==> config.mk <==
export PLATFORM = sky130hd
export DESIGN_NAME = reg_bank_arbiter
export DESIGN_NICKNAME = d
export VERILOG_FILES = /design/src/rtl/reg_bank_arbiter_pkg.sv /design/src/rtl/reg_bank.sv /design/src/rtl/reg_bank_arbiter.sv
export SDC_FILE = /design/constraint.sdc
export NUM_CORES = 1
export LEC_CHECK = 0
export CORE_MARGIN = 2
export CORE_UTILIZATION = 30
export CTS_BUF_LIST = sky130_fd_sc_hd__clkbuf_4 sky130_fd_sc_hd__clkbuf_8 sky130_fd_sc_hd__clkbuf_16
export DETAILED_ROUTE_END_ITERATION = 7
export GPL_ROUTABILITY_DRIVEN = 0
export PLACE_DENSITY = 0.62
export SYNTH_ARGS = -nofsm -noshare
export SYNTH_HDL_FRONTEND = slang
export SYNTH_SLANG_ARGS = --single-unit
==> constraint.sdc <==
create_clock -name clk -period 1.55 [get_ports clk]
set_input_delay 0.31 -clock clk [delete_from_list [all_inputs] [get_ports clk]]
set_output_delay 0.31 -clock clk [all_outputs]
set_load 0.005 [all_outputs]
==> src/rtl/reg_bank_arbiter_pkg.sv <==
// Shared definitions for the two-requester register-bank arbiter: FSM state
// encoding, address-width derivation and the round-robin winner selection.
package reg_bank_arbiter_pkg;

    typedef enum logic {
        IDLE   = 1'b0,
        ACCESS = 1'b1
    } state_e;

    // Address width for a bank of the given depth; a depth below 2 still
    // gets a 1-bit address so port widths never collapse to zero.
    function automatic int calc_aw(input int depth);
        return (depth < 2) ? 1 : $clog2(depth);
    endfunction

    // Sole requester wins outright; with both requesting, the pointer decides.
    function automatic logic pick_winner(input logic [1:0] req, input logic prio);
        logic win;
        case (req)
            2'b01:   win = 1'b0;
            2'b10:   win = 1'b1;
            default: win = prio;
        endcase
        return win;
    endfunction

endpackage : reg_bank_arbiter_pkg

==> src/rtl/reg_bank.sv <==
// DEPTH x WIDTH flip-flop storage with one write port and one registered
// read port. Every entry and the read register clear on reset.
module reg_bank
    import reg_bank_arbiter_pkg::*;
#(
    parameter  int WIDTH = 8,
    parameter  int DEPTH = 4,
    localparam int AW    = calc_aw(DEPTH)
) (
    input  logic             clk,
    input  logic             rst_n,
    input  logic             we_i,
    input  logic [AW-1:0]    waddr_i,
    input  logic [WIDTH-1:0] wdata_i,
    input  logic             re_i,
    input  logic [AW-1:0]    raddr_i,
    output logic [WIDTH-1:0] rdata_o
);

    logic [WIDTH-1:0] mem_q [DEPTH];
    logic [WIDTH-1:0] rdata_q;

    // Storage array: write on the enabled edge, clear everything on reset.
    // NOTE: the array is reset element by element because readers rely on
    // unwritten entries returning zero; that forces flops, not a RAM macro.
    // NOTE: sequential state uses non-blocking assignments so every flop
    // samples pre-edge values regardless of block ordering.
    always_ff @(posedge clk or negedge rst_n) begin
        if (!rst_n) begin
            for (int i = 0; i < DEPTH; i++) begin
                mem_q[i] <= '0;
            end
        end else if (we_i) begin
            mem_q[waddr_i] <= wdata_i;
        end
    end

    // Registered read port: holds its last value between reads.
    always_ff @(posedge clk or negedge rst_n) begin
        if (!rst_n) begin
            rdata_q <= '0;
        end else if (re_i) begin
            rdata_q <= mem_q[raddr_i];
        end
    end

    assign rdata_o = rdata_q;

endmodule : reg_bank

==> src/rtl/reg_bank_arbiter.sv <==
// Round-robin arbiter serialising two requesters onto one shared register
// bank. Each access takes an IDLE sampling cycle and an ACCESS cycle; read
// data returns one cycle after the grant with a one-hot valid pulse.
module reg_bank_arbiter
    import reg_bank_arbiter_pkg::*;
#(
    parameter  int WIDTH = 8,
    parameter  int DEPTH = 4,
    localparam int AW    = calc_aw(DEPTH)
) (
    input  logic               clk,
    input  logic               rst_n,
    input  logic [1:0]         req,
    input  logic [1:0]         we,
    input  logic [2*AW-1:0]    addr,
    input  logic [2*WIDTH-1:0] wdata,
    output logic [1:0]         gnt,
    output logic [1:0]         rvalid,
    output logic [WIDTH-1:0]   rdata
);

    state_e           state_q,  state_d;
    logic             prio_q,   prio_d;
    logic             win_q,    win_d;
    logic             we_q,     we_d;
    logic [AW-1:0]    addr_q,   addr_d;
    logic [WIDTH-1:0] wdata_q,  wdata_d;
    logic [1:0]       gnt_q,    gnt_d;
    logic [1:0]       rvalid_q, rvalid_d;

    logic bank_we;
    logic bank_re;

    // Next-state logic: choose and latch a winner in IDLE, complete it in ACCESS.
    // NOTE: every signal gets a default before the case so no path leaves
    // one unassigned, which would otherwise infer a latch.
    always_comb begin
        state_d  = state_q;
        prio_d   = prio_q;
        win_d    = win_q;
        we_d     = we_q;
        addr_d   = addr_q;
        wdata_d  = wdata_q;
        gnt_d    = 2'b00;
        rvalid_d = 2'b00;

        case (state_q)
            IDLE: begin
                if (req != 2'b00) begin
                    win_d        = pick_winner(req, prio_q);
                    we_d         = win_d ? we[1] : we[0];
                    addr_d       = win_d ? addr[2*AW-1:AW] : addr[AW-1:0];
                    wdata_d      = win_d ? wdata[2*WIDTH-1:WIDTH] : wdata[WIDTH-1:0];
                    gnt_d[win_d] = 1'b1;
                    state_d      = ACCESS;
                end
            end
            ACCESS: begin
                if (!we_q) begin
                    rvalid_d[win_q] = 1'b1;
                end
                prio_d  = ~win_q;
                state_d = IDLE;
            end
            default: begin
                state_d = IDLE;
            end
        endcase
    end

    // State, latched request, pointer and output pulse registers.
    always_ff @(posedge clk or negedge rst_n) begin
        if (!rst_n) begin
            state_q  <= IDLE;
            prio_q   <= 1'b0;
            win_q    <= 1'b0;
            we_q     <= 1'b0;
            addr_q   <= '0;
            wdata_q  <= '0;
            gnt_q    <= 2'b00;
            rvalid_q <= 2'b00;
        end else begin
            state_q  <= state_d;
            prio_q   <= prio_d;
            win_q    <= win_d;
            we_q     <= we_d;
            addr_q   <= addr_d;
            wdata_q  <= wdata_d;
            gnt_q    <= gnt_d;
            rvalid_q <= rvalid_d;
        end
    end

    // The bank acts only at the edge that closes the ACCESS cycle.
    assign bank_we = (state_q == ACCESS) &&  we_q;
    assign bank_re = (state_q == ACCESS) && !we_q;

    reg_bank #(
        .WIDTH (WIDTH),
        .DEPTH (DEPTH)
    ) u_bank (
        .clk     (clk),
        .rst_n   (rst_n),
        .we_i    (bank_we),
        .waddr_i (addr_q),
        .wdata_i (wdata_q),
        .re_i    (bank_re),
        .raddr_i (addr_q),
        .rdata_o (rdata)
    );

    assign gnt    = gnt_q;
    assign rvalid = rvalid_q;

endmodule : reg_bank_arbiter

==> summary.txt <==
Min path
  • Worst hold path type: primary input to asynchronous set/reset pin

STA
  • Final worst path period share: between 90% and 100%
  • Crit path time final: about 1.5 ns
  • Setup tns final: 0 ns
  • Setup WS post-layout: 0.05164 ns
  • Slew headroom: 76.07%
  • Endpoints failing setup: 0
  • Final Max Tran Viols: 0
  • RSZ-0062 raised after global routing: no
  • Fmax: 667.4 MHz
  • Clock Skews: 0.006343 ns
  • Hold slack: about 0.41 ns
  • Worst Tran Pin Value: approximately 0.36 ns
  • Endpoints failing hold: 0

Finish
  • Commonest non-fill, non-tap cells in the layout: dfrtp_1 (58), mux2_2 (40), clkdlybuf4s50_1 (33)
  • Fillers: 753
  • Layout cells sized above 1: approximately two fifths
  • Footprint of the multi-input gates: between 1000 and 1500 um^2
  • Syn-to-layout area delta: 34.35%
  • Commonest non-fill, non-tap cell in the layout: dfrtp_1
  • Final core utilization: 41.39%
  • FF/Latch Area: approximately 1500 um^2
  • Nets: 262
  • ANT cells: 0

Clocking
  • CTS tree: done
  • CTS root buffer: clkbuf_8
  • CTS Buffer Depth: 2
  • Setup Fix Bufs, Post-CTS: 0
  • Num CTS Buffers: 9
  • Clock slew at reported path FFs: 0.06 ns
  • CTS H-tree lvls: 3
  • Worst-Skew Late Latency: ~0.33 ns
  • CTS sink count: 58

Drt
  • Detail Route Antenna Nets: 0
  • Final wirelength: slightly below 5 mm
  • DR pass1 iterations: 4
  • Detailed router's first-iteration violation count: between 40 and 50
  • Vias/cell: 4.554
  • Vias: 1562
  • WL/cell: 14.42 um
  • Drc violations: 0

Place
  • Place WS: -0.4992 ns
  • Post-DP HPWL: between 3 and 4 mm
  • IO buf count: 37

Die
  • Core Area: 8217 um^2
  • DIE AREA: 9188 um^2
  • I/O pins: 38
  • Row Count: 33
  • Initial Util: 30.81%
  • Die width: 95.86 um
  • Die outline height: ~96 um

Job
  • Max-cap violations: 0

Logic synthesis
  • Post-Synthesis Cell Area: 2531 um^2
  • Syn_nets: 200
  • Top cells by area, synth: dfrtp_1 (57%), mux2_2 (18%), mux2i_1 (4.7%)
  • Yosys reg bits: 58
  • Seq/Total Area, Yosys: 57.34%
  • Post-synth cell types: 22
  • Synth top area share: 57.34%
  • Top cell type by total area after synthesis: dfrtp_1
  • Avg Cell Area, Syn: 14.80 um^2
  • Syn Inst Count: about 170
  • Synth Warn #: 0

Setup path
  • Reg2reg start: addr_q[0]
  • Reg2reg end: u_bank.rdata_o[1]
  • Crit path kind: flop to flop
  • Worst Setup End Kind: flop
  • Critical path startpoint category: flop
  • Req. time, crit path: 1.76 ns
  • Arr. time, crit path: 1.71 ns
  • Reg2reg path depth: 3
  • R2r setup slk: 0.05 ns
  • Critical-path maximum fanout: 13

Power and ir drop
  • VDD IR max: 0.5003 mV
  • Total power: around 5.5 mW
  • PD cells: between 1500 and 2000 nW/um^2
  • Pleak: ~1.5 nW

Global routing
  • First-pass GRT wire length: 7.941 mm
  • Initial antenna violation count: 0
  • Vias in the first global route: 1588
  • Largest net degree at the start of global routing: 21
  • GRT Util Overall: 12.23%
  • Global route overflow: 0

Outcome
  • Run status: finished clean
==> cell type report <==
cell class	instances	area share, %
tap	105	3.863
sequential	58	42.68
timing repair buffer	59	16.89
inverter	4	0.4415
clock inverter	2	0.2943
multi-input combinational	101	30.54
clock buffer	14	5.298
==> cell usage after synthesis <==
master,count
o21ai_0,1
mux2_2,40
nor3_1,1
buf_6,1
nand4b_2,2
nor2_1,16
mux4_2,5
o22a_1,1
inv_1,4
dfrtp_1,58
clkbuf_2,1
buf_4,2
mux4_1,3
buf_2,4
ha_1,3
nand2_1,1
mux2i_1,12
nor3_4,1
a21oi_1,12
nand4_2,1
nand2b_1,1
and2_1,1
==> how the worst max path moves through the flow <==
stage / start / to / slack [ns] / depth (start not counted)
after floorplan: req[0] / addr_q[0] / 0.0007 / 6
after global placement: req[0] / wdata_q[3] / -0.43 / 7
after detailed placement: req[0] / addr_q[1] / -0.50 / 7
after CTS: u_bank.rdata_o[6] / rdata[6] / 0.03 / 1
after global routing: u_bank.rdata_o[6] / rdata[6] / 0.004 / 1
final: addr_q[0] / u_bank.rdata_o[1] / 0.05 / 3
==> logic make-up after synthesis <==
group                      after synthesis  share of synthesized area (%)
and+or+nand+nor                         24                          5.537
muxes                                   60                          30.10
adders and majority gates                3                          1.483
DFF                                     58                          57.34
AOI/OAI and AO/OA                       14                          2.916
buffers and inverters                   12                          2.619
==> per-stage QoR <==
step           area [um^2]  instances
2_1_floorplan         2539        171
3_3_place_gp          3176        326
3_5_place_dp          3176        326
4_1_cts               3390        343
5_1_grt               3401        343
6_report              3401        343
==> worst max-delay path: stages (launching register included) <==
cell	delay (ns)
dfrtp_1	0.37
buf_12	0.17
mux4_1	0.57
mux2_2	0.27
==> registers in the layout, summed over array words and instances (netlist names) <==
register	flops
wdata_q	8
win_q	1
addr_q	2
state_q	1
rvalid	2
gnt	2
we_q	1
u_bank.rdata_o	8
u_bank.mem_q	32
prio_q	1
==> report_power, final <==
group          internal (mW)  leakage [nW]  switching [mW]
sequential              2.15         0.672           0.377
combinational           1.17         0.710           0.534
clock                  0.742         0.103           0.554
==> metal layers <==
metal / track usage [%] / vias up / part of all wire [%]
met5: 0 / - / 0
met4: 7.857 / 0 / 1.7
met3: 3.054 / 9 / 3.4
met2: 19.29 / 25 / 49
li1: - / 745 / -
met1: 14.92 / 783 / 46
==> what timing repair did <==
item,in CTS,in global routing
hold buffers,1,0
pin swaps,2,0
gates cloned,0,0
setup endpoints to repair,11,8
resized for setup,6,2
hold endpoints to repair,11,0
Power figures use the tool's default switching activity.
